[src/rtl/multicycle_controller_if.sv]
// multicycle_controller_if: sequencing strobes between the controller and the datapath/memory port.
interface multicycle_controller_if #(parameter int COUNT_W = 16);
   logic               run;
   logic [6:0]         opcode;
   logic               zero;
   logic               mem_ready;
   logic               pc_write;
   logic               ir_write;
   logic               mem_read;
   logic               mem_write;
   logic               reg_write;
   logic               alu_src;
   logic               mem_to_reg;
   logic [1:0]         ALUOp;
   logic [2:0]         state;
   logic               illegal;
   logic [COUNT_W-1:0] instr_count;
   modport master (
      input  run, opcode, zero, mem_ready,
      output pc_write, ir_write, mem_read, mem_write, reg_write, alu_src, mem_to_reg,
             ALUOp, state, illegal, instr_count
   );
   modport slave (
      output run, opcode, zero, mem_ready,
      input  pc_write, ir_write, mem_read, mem_write, reg_write, alu_src, mem_to_reg,
             ALUOp, state, illegal, instr_count
   );
endinterface

[src/rtl/multicycle_controller.sv]
// multicycle_controller: fetch/decode/exec/mem/write-back sequencer for the RV64I-subset core.
module multicycle_controller #(
   parameter int COUNT_W = 16
) (
   input logic                    clk,
   input logic                    reset_n,
   multicycle_controller_if.master bus
);
   typedef enum logic [2:0] {FETCH = 3'd0, DECODE = 3'd1, EXEC = 3'd2, MEM = 3'd3, WB = 3'd4, ERR = 3'd5} state_t;
   typedef enum logic [1:0] {C_R, C_LD, C_SD, C_BEQ} cls_t;
   state_t             state_q;
   cls_t               cls_q;
   logic               illegal_q;
   logic [COUNT_W-1:0] cnt_q;
   logic               known;
   cls_t               dec_cls;
   logic               retire;
   always_comb begin
      known   = 1'b1;
      dec_cls = C_R;
      case (bus.opcode)
         7'b0110011: dec_cls = C_R;
         7'b0000011: dec_cls = C_LD;
         7'b0100011: dec_cls = C_SD;
         7'b1100011: dec_cls = C_BEQ;
         default:    known = 1'b0;
      endcase
   end
   assign retire = (state_q == EXEC && cls_q == C_BEQ) ||
                   (state_q == MEM && cls_q == C_SD && bus.mem_ready) ||
                   (state_q == WB);
   always_ff @(posedge clk or negedge reset_n) begin
      if (!reset_n) begin
         state_q   <= FETCH;
         cls_q     <= C_R;
         illegal_q <= 1'b0;
         cnt_q     <= '0;
      end else begin
         if (retire) cnt_q <= cnt_q + 1'b1;
         case (state_q)
            FETCH:  if (bus.run && bus.mem_ready) state_q <= DECODE;
            DECODE: begin
               if (known) begin
                  cls_q   <= dec_cls;
                  state_q <= EXEC;
               end else begin
                  illegal_q <= 1'b1;
                  state_q   <= ERR;
               end
            end
            EXEC:   state_q <= cls_q == C_R ? WB : cls_q == C_BEQ ? FETCH : MEM;
            MEM:    if (bus.mem_ready) state_q <= cls_q == C_LD ? WB : FETCH;
            WB:     state_q <= FETCH;
            ERR:    state_q <= ERR;
            default: state_q <= FETCH;
         endcase
      end
   end
   // Strobes are gated by reset_n so they drop the instant reset asserts, even in FETCH with run high.
   always_comb begin
      bus.pc_write   = 1'b0;
      bus.ir_write   = 1'b0;
      bus.mem_read   = 1'b0;
      bus.mem_write  = 1'b0;
      bus.reg_write  = 1'b0;
      bus.alu_src    = 1'b0;
      bus.mem_to_reg = 1'b0;
      bus.ALUOp      = 2'b00;
      if (reset_n)
         case (state_q)
            FETCH: if (bus.run) begin
               bus.mem_read = 1'b1;
               bus.alu_src  = 1'b1;
               bus.ir_write = bus.mem_ready;
               bus.pc_write = bus.mem_ready;
            end
            EXEC: begin
               bus.ALUOp    = cls_q == C_R ? 2'b10 : cls_q == C_BEQ ? 2'b01 : 2'b00;
               bus.alu_src  = cls_q == C_LD || cls_q == C_SD;
               bus.pc_write = cls_q == C_BEQ && bus.zero;
            end
            MEM: begin
               bus.mem_read  = cls_q == C_LD;
               bus.mem_write = cls_q == C_SD;
               bus.alu_src   = 1'b1;
            end
            WB: begin
               bus.reg_write  = 1'b1;
               bus.mem_to_reg = cls_q == C_LD;
            end
            default: ;
         endcase
   end
   assign bus.state       = state_q;
   assign bus.illegal     = illegal_q;
   assign bus.instr_count = cnt_q;
endmodule

[src/flat_wrapper.sv]
// flat-port wrapper written by rule: the top's interface ports become plain ports
module multicycle_controller_flat 
#(
   parameter int COUNT_W = 16
)
  (clk, reset_n, bus_run, bus_opcode, bus_zero, bus_mem_ready, bus_pc_write, bus_ir_write, bus_mem_read, bus_mem_write, bus_reg_write, bus_alu_src, bus_mem_to_reg, bus_ALUOp, bus_state, bus_illegal, bus_instr_count);
  multicycle_controller_if #(.COUNT_W(COUNT_W)) bus_i ();
  input logic clk;
  input logic reset_n;
  input wire logic [$bits(bus_i.run)-1:0] bus_run;
  input wire logic [$bits(bus_i.opcode)-1:0] bus_opcode;
  input wire logic [$bits(bus_i.zero)-1:0] bus_zero;
  input wire logic [$bits(bus_i.mem_ready)-1:0] bus_mem_ready;
  output wire logic [$bits(bus_i.pc_write)-1:0] bus_pc_write;
  output wire logic [$bits(bus_i.ir_write)-1:0] bus_ir_write;
  output wire logic [$bits(bus_i.mem_read)-1:0] bus_mem_read;
  output wire logic [$bits(bus_i.mem_write)-1:0] bus_mem_write;
  output wire logic [$bits(bus_i.reg_write)-1:0] bus_reg_write;
  output wire logic [$bits(bus_i.alu_src)-1:0] bus_alu_src;
  output wire logic [$bits(bus_i.mem_to_reg)-1:0] bus_mem_to_reg;
  output wire logic [$bits(bus_i.ALUOp)-1:0] bus_ALUOp;
  output wire logic [$bits(bus_i.state)-1:0] bus_state;
  output wire logic [$bits(bus_i.illegal)-1:0] bus_illegal;
  output wire logic [$bits(bus_i.instr_count)-1:0] bus_instr_count;
  assign bus_i.run = bus_run;
  assign bus_i.opcode = bus_opcode;
  assign bus_i.zero = bus_zero;
  assign bus_i.mem_ready = bus_mem_ready;
  assign bus_pc_write = bus_i.pc_write;
  assign bus_ir_write = bus_i.ir_write;
  assign bus_mem_read = bus_i.mem_read;
  assign bus_mem_write = bus_i.mem_write;
  assign bus_reg_write = bus_i.reg_write;
  assign bus_alu_src = bus_i.alu_src;
  assign bus_mem_to_reg = bus_i.mem_to_reg;
  assign bus_ALUOp = bus_i.ALUOp;
  assign bus_state = bus_i.state;
  assign bus_illegal = bus_i.illegal;
  assign bus_instr_count = bus_i.instr_count;
  multicycle_controller #(.COUNT_W(COUNT_W)) u_core (.clk(clk), .reset_n(reset_n), .bus(bus_i));
endmodule
[config.mk]
export PLATFORM = sky130hd
export DESIGN_NAME = multicycle_controller_flat
export DESIGN_NICKNAME = d
export VERILOG_FILES = /design/src/rtl/multicycle_controller_if.sv /design/src/rtl/multicycle_controller.sv /design/src/flat_wrapper.sv
export SDC_FILE = /design/constraint.sdc
export NUM_CORES = 1
export LEC_CHECK = 0
export CAP_MARGIN = 20
export CELL_PAD_IN_SITES_DETAIL_PLACEMENT = 1
export CELL_PAD_IN_SITES_GLOBAL_PLACEMENT = 1
export CORE_MARGIN = 2
export CORE_UTILIZATION = 35
export DETAILED_ROUTE_END_ITERATION = 16
export DONT_BUFFER_PORTS = 1
export GPL_TIMING_DRIVEN = 0
export PLACE_DENSITY = 0.71
export SYNTH_ARGS = -nofsm -noshare
export SYNTH_HDL_FRONTEND = slang
export SYNTH_SLANG_ARGS = --single-unit
[constraint.sdc]
create_clock -name clk -period 1.66 [get_ports clk]
set_input_delay 0.332 -clock clk [delete_from_list [all_inputs] [get_ports clk]]
set_output_delay 0.332 -clock clk [all_outputs]
set_load 0.01 [all_outputs]
After elaboration in Yosys (flattened, before gate mapping)
Cells that the tools add are included.
{"block": "op_classes", "addsub": 1, "n_mul": 0, "div_mod_pow": 0, "order_cmp": 0, "eq_ne": 14, "shifts": 0, "mux": 29, "n_bitwise": 1, "n_reduce_logical": 14}
{"cell": "adder 16 x 1 -> 16 bit, second input constant", "count": 1}
{"cell": "two-way mux 1 bit", "count": 15}
{"cell": "two-way mux 3 bit", "count": 5}
{"cell": "one-hot mux 3 bit (5 select lines)", "count": 1}
{"cell": "equality test 7 x 6 -> 1 bit, second input constant", "count": 2}
{"cell": "two-way mux 2 bit", "count": 4}
{"cell": "equality test 7 x 2 -> 1 bit, second input constant", "count": 1}
{"cell": "equality test 7 bit, second input constant", "count": 1}
{"cell": "equality test 3 x 2 -> 1 bit, second input constant", "count": 2}
{"cell": "equality test 3 bit, second input constant", "count": 2}
{"cell": "one-hot mux 2 bit (3 select lines)", "count": 1}
{"cell": "AND reduction 2 bit", "count": 3}
{"cell": "logical AND 1 bit", "count": 5}
{"cell": "equality test 2 bit, second input constant", "count": 2}
{"cell": "one-hot mux 1 bit (2 select lines)", "count": 2}
{"cell": "OR reduction 4 bit", "count": 1}
{"cell": "equality test 3 x 1 -> 1 bit, second input constant", "count": 1}
{"cell": "zero test 3 bit", "count": 1}
{"cell": "logical OR 1 bit", "count": 3}
{"cell": "one-hot mux 1 bit (3 select lines)", "count": 1}
{"cell": "equality test 2 x 1 -> 1 bit, second input constant", "count": 1}
{"cell": "zero test 2 bit", "count": 1}
{"cell": "inequality test 2 x 1 -> 1 bit, second input constant", "count": 1}
{"cell": "inequality test 2 bit, second input constant", "count": 1}
{"cell": "NOT 1 bit", "count": 1}
{"block": "word_totals", "regBits": 22, "latch_bits": 0, "mem_bits_rw": 0, "romBits": 0, "input_bits": 12, "output_inout_bits": 29, "memories": 0}

Depth between registers and ports, before layout
Gate-level depths: netlist of the first run.
{"block": "depth", "ltp_word": 5, "mapped_depth": 7, "depth_no_buf": 6}

Least setup slack after synthesis of the first run
No wires, ideal clock.
{"block": "synth_timing", "kind": "register to register", "startpoint": "register u_core.cls_q[0]", "endpoint": "register u_core.cnt_q[8] (netlist: u_core.bus.instr_count[8])", "arrival_time_ns": 1.506, "t_required_ns": 1.533, "slack_ns": 0.027, "path_stages_with_launch": 8, "path_buffers": 1, "period_less_slack_ns": 1.633, "cell_sequence": "dfrtp_1 > inv_1 > ha_1 > nand3_2 > a211oi_4 > buf_6 > o2111ai_2 > xnor2_1"}
{"block": "synth_between", "elab_chain_len": 5}
{"element": "from (decl)", "line_no": "multicycle_controller.sv:12", "text": "cls_t cls_q;"}
{"element": "from (signal assigned)", "line_no": "multicycle_controller.sv:44", "text": "cls_q <= dec_cls;"}
{"element": "equality test 2 bit", "line_no": "multicycle_controller.sv:30", "text": "(state_q == MEM && cls_q == C_SD && bus.mem_ready) ||"}
{"element": "logical AND 1 bit (2 in series)", "line_no": "multicycle_controller.sv:30"}
{"element": "logical OR 1 bit (*)", "line_no": "multicycle_controller.sv:29", "text": "assign retire = (state_q == EXEC && cls_q == C_BEQ) ||"}
{"element": "logical OR 1 bit (*)", "line_no": "multicycle_controller.sv:30"}
{"element": "to (signal assigned)", "line_no": "multicycle_controller.sv:39", "text": "if (retire) cnt_q <= cnt_q + 1'b1;"}
{"element": "to (decl)", "line_no": "multicycle_controller.sv:14", "text": "logic [COUNT_W-1:0] cnt_q;"}
Mark *: on every way between the ends. The rest lies on a longest branch, timed or not.
A chain may end at the register's enable or synchronous reset.

Final worst setup path of the first run
{"block": "layout_timing", "startpoint": "register u_core.state_q[0] (netlist: u_core.bus.state[0])", "endpoint": "output port bus_mem_to_reg"}
{"block": "layout_between", "elab_chain_len": 3}
{"element": "from (decl)", "line_no": "multicycle_controller.sv:11", "text": "state_t state_q;"}
{"element": "from (signal assigned)", "line_no": "multicycle_controller.sv:51", "text": "EXEC: state_q <= cls_q == C_R ? WB : cls_q == C_BEQ ? FETCH : MEM;"}
{"element": "from (signal assigned)", "line_no": "multicycle_controller.sv:52", "text": "MEM: if (bus.mem_ready) state_q <= cls_q == C_LD ? WB : FETCH;"}
{"element": "equality test 3 bit", "line_no": "multicycle_controller.sv:70", "text": "case (state_q)"}
{"element": "two-way mux 1 bit", "line_no": "multicycle_controller.sv:70"}
{"element": "two-way mux 1 bit", "line_no": "multicycle_controller.sv:69", "text": "if (reset_n)"}
{"element": "to (decl)", "line_no": "flat_wrapper.sv:20", "text": "output wire logic [$bits(bus_i.mem_to_reg)-1:0] bus_mem_to_reg;"}
Every way passes these cells.

==> flow_metrics.tcl, run 1 <==
set metrics [dict create \
    fin_hold_ws_ns 0.148 \
    cts_tree "built" \
    placed_cells 179 \
    synthesis.area_um2 1310 \
    worstSkewPairLatency_ns 0.28 \
    grt_pass1_vias 1228 \
    synth_top_area_share_pct 42.0 \
    post-route-util_pct 52.0 \
    cts_buffer_depth 2 \
    critPathBufInv 1 \
    peakVddDrop_uv 533 \
    violations "negative setup slack" \
    cts_made_buffers 3 \
    ant_nets 0 \
    yosysWarnings 0 \
    slowest_stage "dfrtp_2" \
    cts_sinks 22 \
    ys_seq_area_share_pct 42.0 \
    fin_ws_ns -0.104 \
    vias 1190 \
    arrival_ns 1.43 \
    r2r_cells 8 \
    root_buffer "clkbuf_8" \
    whs_endpoint "u_core.cls_q[1]" \
    cp-end-kind "primary output" \
    io_pins 41 \
    crit_path_cell_trace "buf_6, nor2_4, and3_4, and2_4" \
    p_leak_nw 0.701 \
    drive_above_1_share_pct 41.3 \
    reg2reg_slack_ns -0.04 \
    crit_family "flip-flops" \
    required_ns 1.33 \
    relSlewSlack_pct 68.3 \
    routedWlPerCell_um 20.3 \
    cp_max_fo 8 \
    netlist_instances 131 \
    synth_top_cell_by_area "dfrtp_1" \
    hold_start "bus_opcode[4]" \
    first_pass_iters 11 \
    overflow 0 \
    slowest_delay_ns 0.51 \
    num_rows 22 \
    synth.most_common_cell "dfrtp_1" \
    num-nets-final 179 \
    track_usage_pct 18.4 \
    drv_slew 0 \
    startpoint_type "flip-flop" \
    core_region_area_um2 3630 \
    fillers 420 \
    async_reset_ff_share_pct 100 \
    yosys-top-cells-area "dfrtp_1 42%, xnor2_1 10%, ha_1 5.7%" \
    drc_errors 0 \
    synth-edff-count 0 \
    grt_pass1_wl_um 6020 \
    die_w_um 65.2 \
    rsz0062_at_grt "true" \
    status "complete, but fails checks" \
    r2r_end "u_core.bus.instr_count[8]" \
    initial_utilization_pct 36.1 \
    worstMarginPinSlew_ns 0.471 \
    setup_viol_count_final 20 \
    wirelength_um 4220 \
    hp-class "in -> reg" \
    dieArea_um2 4250 \
    syn_nets 149 \
    ys_ff_latch 22 \
    syn_avg_cell_area_um2 10.0 \
    die_height_um 65.2 \
    drt_iter0_drc 54 \
    fin_crit_sh_pct 106 \
    grt_max_degree 23 \
    fin_skew_ns 0.00552 \
    place_ws_ns -0.211 \
    hpwl_um 2330 \
    p_per_area_nw_per_um2 1320 \
    syn_to_final_growth_pct 44.1 \
    hold_depth 1 \
    clock.fmax_mhz 567 \
    path_class "reg -> out" \
    htree_levels 1 \
    num_antenna_cells 0 \
    hold_viol 0 \
    cap_violations 0 \
    clk_pin_slew_ns 0.09 \
    synthFlopType "dfrtp_1" \
    viasPerCell 5.72 \
    place_congestion 0.837 \
    synthTopCellsByCount "22 x dfrtp_1, 15 x xnor2_1, 9 x nor2_1, 9 x o21ai_0" \
    fin_cells 208 \
    reg2reg_from "u_core.cls_q[0]" \
    synth_cell_types 36 \
    finalCriticalPeriod_ns 1.76 \
    antenna_found_initial 0 \
    io_buffers 0 \
]
-- worst max-delay path by stage --
| stage | from | end | slack (ns) | depth (start not counted) |
|---|---|---|---|---|
| after floorplan | u_core.cls_q[0] | u_core.bus.instr_count[8] | 0.03 | 7 |
| after global placement | u_core.cls_q[0] | u_core.bus.instr_count[8] | -0.17 | 7 |
| after detailed placement | u_core.cls_q[0] | u_core.bus.instr_count[8] | -0.21 | 7 |
| after CTS | u_core.bus.state[2] | bus_ALUOp[0] | -0.05 | 4 |
| after global routing | u_core.bus.state[0] | bus_mem_write | -0.14 | 4 |
| final | u_core.bus.state[0] | bus_mem_to_reg | -0.10 | 4 |
-- report_power, final --
part           switching [mW]  total [mW]  internal, mW
combinational           0.534        1.07         0.539
sequential              0.245       0.891         0.646
clock                   0.210       0.533         0.323
total                   0.989        2.50          1.51
-- layer usage --
layer | global-route usage (%) | share of wire [%] | vias to the layer above
li1 | - | - | 534
met1 | 21.2 | 40 | 608
met2 | 32.5 | 53 | 36
met3 | 4.11 | 3.8 | 12
met4 | 7.81 | 3.3 | 0
met5 | 0 | 0 | -
-- layout by cell type, fill, tap and decap left out, types with 3 or more instances in the layout --
cell,instances
dfrtp_1,18
xnor2_1,15
buf_4,15
buf_6,9
o21ai_0,6
nor2_1,5
o2111ai_2,5
o211ai_1,5
nand3_1,4
nand2_1,4
nand2b_1,4
dfrtp_2,4
and3_4,3
and3_1,3
a21oi_1,3
nand4_1,3
ha_1,3
clkbuf_8,3
-- registers in the layout (all words and copies together), names as in the netlist --
signal                  count
u_core.bus.instr_count     16
u_core.bus.state            3
u_core.cls_q                2
u_core.bus.illegal          1
-- per-stage QoR --
step                setup TNS (ns)  power [mW]  cell area (um2)
floorplan                        0        1.23             1310
global placement             -1.93        1.35             1370
detailed placement           -2.49        1.39             1370
CTS                         -0.642        2.21             1690
global route                 -2.48        2.62             1890
finish                      -0.841        2.50             1890
-- cell type report --
class	instances	area, um2	share of cell area [%]
multi-input cells	100	877	46.5
flip-flops and latches	22	556	29.4
repair buffers	25	249	13.2
well taps	48	60.1	3.18
plain buffers	5	57.6	3.05
clock buffers	3	41.3	2.19
clock inverters	1	30.0	1.59
inverters	4	17.5	0.928
-- cell families after synthesis --
family	after synthesis	share of synthesized area, %
multiplexers	1	0.860
AO/OA/AOI/OAI	32	17.6
AND/OR/NAND/NOR	45	19.8
buffers and inverters	9	3.25
adder cells (fa/ha/maj)	7	6.49
flip-flops	22	42.0
XOR/XNOR	15	10.0
-- what timing repair did --
item | 4_1_cts | 5_1_grt
endpoints found under the setup margin | 25 | 25
buffers inserted | 14 | 8
endpoints found under the hold margin | 22 | 0
pin swaps | 7 | 14
gates cloned | 1 | 0
gates resized for setup | 34 | 26
hold buffers | 1 | 0
Note: power is estimated with default switching activity, not from simulation.
==> run 2, diff against run 1 <==
--- a/config.mk
+++ b/config.mk
@@ -8,6 +8,7 @@
 export CAP_MARGIN = 20
 export CELL_PAD_IN_SITES_DETAIL_PLACEMENT = 1
 export CELL_PAD_IN_SITES_GLOBAL_PLACEMENT = 1
+export CORE_ASPECT_RATIO = 0.8
 export CORE_MARGIN = 2
 export CORE_UTILIZATION = 35
 export DETAILED_ROUTE_END_ITERATION = 16
==> flow_metrics.tcl, run 2 (synthesis gave the netlist of run 1 again) <==
set metrics [dict create \
    peakVddDrop_uv 745 \
    postLayoutCellArea_um2 1760 \
    largest_reg_flops 16 \
    whs_endpoint "u_core.cls_q[1]" \
    grt_pass1_vias 1181 \
    hold_start "bus_opcode[4]" \
    setup_viol_count_final 11 \
    violations "negative setup slack" \
    drive_above_1_share_pct 37.0 \
    hpwl_um 2360 \
    required_ns 1.33 \
    fin_cells 196 \
    rsz0062_at_grt "true" \
    cap_violations 0 \
    grt_pass1_wl_um 6090 \
    worstSkewPairLatency_ns 0.26 \
    vias 1139 \
    root_buffer "clkbuf_8" \
    placed_cells 173 \
    die_w_um 72.4 \
    initial_utilization_pct 37.2 \
    fin_ws_ns -0.0647 \
    fin_skew_ns 0.00606 \
    relSlewSlack_pct 67.3 \
    num_rows 19 \
    reg2reg_from "u_core.bus.state[0]" \
    dieArea_um2 4250 \
    r2r_cells 4 \
    num-nets-final 173 \
    grt_max_degree 23 \
    post-route-util_pct 50.0 \
    first_pass_iters 5 \
    num_antenna_cells 0 \
    tns_ns -0.406 \
    p_leak_nw 0.667 \
    cp_max_fo 8 \
    status "complete, but fails checks" \
    startpoint_type "flip-flop" \
    antenna_found_initial 0 \
    placed_cell_area_um2 1360 \
    drt_iter0_drc 43 \
    syn_to_final_growth_pct 34.4 \
    cp-end-kind "primary output" \
    cts_made_buffers 3 \
    hp-class "in -> reg" \
    track_usage_pct 18.8 \
    reg2reg_slack_ns -0.04 \
    core_region_area_um2 3520 \
    cts_tree "built" \
    die_height_um 58.7 \
    p_per_area_nw_per_um2 1250 \
    r2r_end "u_core.bus.instr_count[15]" \
    clock.fmax_mhz 580 \
    cts_buffer_depth 2 \
    hold_viol 0 \
    path_class "reg -> out" \
    drc_errors 0 \
    viasPerCell 5.81 \
    ant_nets 0 \
    clk_pin_slew_ns 0.08 \
    arrival_ns 1.39 \
    layout_commonest_cell "dfrtp_1" \
    overflow 0 \
    htree_levels 1 \
    place_congestion 0.846 \
    routedWlPerCell_um 19.6 \
    wirelength_um 3840 \
    fin_hold_ws_ns 0.156 \
    io_pins 41 \
    cts_sinks 22 \
    fin_crit_sh_pct 104 \
    drv_slew 0 \
    io_buffers 0 \
    layout_common_cells "18 x dfrtp_1, 15 x xnor2_1, 13 x buf_4, 7 x o21ai_0" \
    finalCriticalPeriod_ns 1.72 \
    hold_depth 1 \
    worstMarginPinSlew_ns 0.488 \
]
==> run 2: routing by layer <==
layer,vias to the layer above,wire length [um],global-route usage (%)
met2,34,1900,31.3
met1,573,1660,24.5
met5,-,0,0
met3,2,256,5.65
li1,530,-,-
met4,0,22,3.97
==> run 2: worst max-delay path by stage <==
stage	start	slack, ns	to	cells past startpoint
after floorplan	u_core.cls_q[0]	0.03	u_core.bus.instr_count[8]	7
after global placement	u_core.cls_q[0]	-0.15	u_core.bus.instr_count[15]	7
after detailed placement	u_core.cls_q[0]	-0.22	u_core.bus.instr_count[15]	7
after CTS	u_core.bus.state[0]	-0.05	bus_mem_to_reg	4
after global routing	u_core.bus.state[0]	-0.11	bus_mem_to_reg	4
final	u_core.bus.state[0]	-0.06	bus_ir_write	3
==> run 2: through the flow <==
stage | setup slack, ns | power, mW
after floorplan | 0.0271 | 1.23
after global placement | -0.148 | 1.35
after detailed placement | -0.222 | 1.39
after CTS | -0.0517 | 2.09
after global routing | -0.110 | 2.34
final | -0.0647 | 2.19
==> run 2: report_power, final <==
part	total (mW)	leakage (nW)	switching, mW	internal [mW]
Combinational	0.937	0.365	0.475	0.462
Clock	0.380	0.0288	0.169	0.211
Sequential	0.877	0.273	0.230	0.647
==> run 2: area by class of cell <==
| cell class | instances | area, um2 |
|---|---|---|
| Inverter | 4 | 15.0 |
| Tap cell | 42 | 52.6 |
| Fill cell | 385 | 1760 |
| Multi-Input combinational cell | 100 | 837 |
| Buffer | 5 | 60.1 |
| Clock buffer | 4 | 55.1 |
| Sequential cell | 22 | 556 |
| Timing Repair Buffer | 19 | 185 |
==> run 2: critical path: stages (launching register included) <==
cell,delay (ns)
dfrtp_2,0.51
buf_8,0.17
buf_12,0.13
nor4_4,0.32
==> run 2: what timing repair did <==
item                       in CTS  in global routing
setup buffers                  13                  3
gates resized for setup        34                 14
setup endpoints to repair      25                 24
hold buffers                    1                  0
pin swaps                       5                  7
cloned                          1                  0
hold endpoints to repair       22                  0
==> run 3, diff against run 2 <==
--- a/config.mk
+++ b/config.mk
@@ -14,7 +14,7 @@
 export DETAILED_ROUTE_END_ITERATION = 16
 export DONT_BUFFER_PORTS = 1
 export GPL_TIMING_DRIVEN = 0
-export PLACE_DENSITY = 0.71
+export PLACE_DENSITY = 0.68
 export SYNTH_ARGS = -nofsm -noshare
 export SYNTH_HDL_FRONTEND = slang
 export SYNTH_SLANG_ARGS = --single-unit
==> constraint.sdc (replaced) <==
create_clock -name clk -period 2.2 [get_ports clk]
set_input_delay 0.44 -clock clk [delete_from_list [all_inputs] [get_ports clk]]
set_output_delay 0.44 -clock clk [all_outputs]
set_load 0.01 [all_outputs]
==> flow_metrics.tcl, run 3 (synthesis gave the netlist of run 1 again) <==
set metrics [dict create \
    reg2reg_from "u_core.cls_q[0]" \
    cp-end-kind "primary output" \
    path_class "reg -> out" \
    layout_commonest_cell "dfrtp_1" \
    arrival_ns 1.66 \
    htree_levels 1 \
    worstMarginPinSlew_ns 0.437 \
    slowest_delay_ns 0.48 \
    initial_utilization_pct 37.2 \
    syn_to_final_growth_pct 10.7 \
    hpwl_um 2410 \
    hold_start "bus_opcode[4]" \
    drt_iter0_drc 73 \
    rsz0062_at_grt "false" \
    dieArea_um2 4250 \
    cts_sinks 22 \
    critPathLaunch "u_core.bus.state[1]" \
    grt_max_degree 23 \
    top_usage_layer "met2" \
    hold_viol 0 \
    fin_crit_sh_pct 95.5 \
    die_height_um 58.7 \
    place_congestion 0.839 \
    cts_tree "built" \
    cts_buffer_depth 2 \
    viasPerCell 5.76 \
    critPathBufInv 1 \
    root_buffer "clkbuf_8" \
    met3_usage_pct 6.68 \
    track_usage_pct 15.5 \
    ant_nets 0 \
    worstSkewPairLatency_ns 0.26 \
    finalCriticalPeriod_ns 2.10 \
    die_w_um 72.4 \
    required_ns 1.76 \
    core_region_area_um2 3520 \
    vias 1031 \
    p_leak_nw 0.556 \
    io_pins 41 \
    tns_ns 0 \
    num_rows 19 \
    place_ws_ns 0.301 \
    clk_pin_slew_ns 0.08 \
    drc_errors 0 \
    drv_slew 0 \
    clock.fmax_mhz 476 \
    largest_reg_flops 16 \
    relSlewSlack_pct 70.6 \
    fin_ws_ns 0.0980 \
    setup_viol_count_final 0 \
    globalRouteMet1Util_pct 20.1 \
    p_per_area_nw_per_um2 931 \
    routedWlPerCell_um 17.5 \
    grt_pass1_wl_um 5060 \
    antenna_found_initial 0 \
    peakVddDrop_uv 557 \
    grtUsageMet2_pct 23.6 \
    grt_pass1_vias 1077 \
    io_buffers 0 \
    layout_common_cells "22 x dfrtp_1, 15 x xnor2_1, 9 x nor2_1, 8 x o21ai_0" \
    placed_cells 173 \
    fin_cells 179 \
    hp-class "in -> reg" \
    wirelength_um 3140 \
    cts_made_buffers 3 \
    drive_above_1_share_pct 10.2 \
    status "complete, no violations" \
    fillers 408 \
    overflow 0 \
    crit_path_cell_trace "clkbuf_1, nor2_1, and3_1, and2_1" \
    startpoint_type "flip-flop" \
    cp_max_fo 10 \
    crit_family "simple AND/OR/NAND/NOR gates" \
    num-nets-final 156 \
    fin_skew_ns 0.00607 \
    first_pass_iters 4 \
    reg2reg_slack_ns 0.38 \
    cap_violations 0 \
    num_antenna_cells 0 \
    slowest_stage "dfrtp_1" \
]
[run 3: per-layer routing]
| layer | share of wire, % | up-vias | wire (um) |
|---|---|---|---|
| met2 | 45 | 32 | 1430 |
| li1 | - | 489 | - |
| met5 | 0 | - | 0 |
| met1 | 46 | 506 | 1450 |
| met4 | 0.83 | 0 | 26 |
| met3 | 7.4 | 4 | 232 |
[run 3: path summary, 6_finish.rpt]
path / to / depth (start not counted)
max in group asynchronous: u_core.bus.illegal / 2
min in group asynchronous: u_core.bus.instr_count[12] / 1
hold / removal: u_core.cls_q[1] / 1
setup / recovery: bus_mem_to_reg / 4
hold reg to reg: u_core.bus.instr_count[15] / 1
setup reg to reg: u_core.bus.instr_count[6] / 7
[run 3: worst reg2reg max path: stages, from the launching register on]
cell and delay, ns:
dfrtp_1 0.42, inv_1 0.13, ha_1 0.20, nand3_2 0.11
a211oi_4 0.40, buf_6 0.19, o21ai_0 0.10, xnor2_1 0.16
[run 3: where the power goes]
part | leakage, nW | internal [mW] | switching (mW)
clock network | 0.0288 | 0.160 | 0.130
logic | 0.251 | 0.167 | 0.252
registers | 0.277 | 0.483 | 0.158
[run 3: stage by stage]
step / util, % / total power, mW / hold WS, ns / area, um2
finish: 41.2 / 1.35 / 0.277 / 1450
global route: 41.2 / 1.45 / 0.259 / 1450
CTS: 40.6 / 1.36 / 0.272 / 1430
detailed placement: 38.7 / 1.06 / 0.145 / 1360
global placement: 38.7 / 1.02 / 0.145 / 1360
floorplan: - / 0.925 / 0.144 / 1310
[run 3: cell type report]
class / count / area (um2) / area share (%)
flip-flops and latches: 22 / 551 / 38.0
clock buffers: 4 / 55.1 / 3.80
plain buffers: 5 / 28.8 / 1.98
multi-input cells: 100 / 723 / 49.9
well taps: 42 / 52.6 / 3.62
repair buffers: 2 / 25.0 / 1.73
inverters: 4 / 15.0 / 1.04
[run 3: timing repair]
item,4_1_cts,5_1_grt
hold buffers,1,0
hold endpoints to repair,22,0
endpoints found under the setup margin,0,5
buffers inserted,0,0
gates resized for setup,0,4
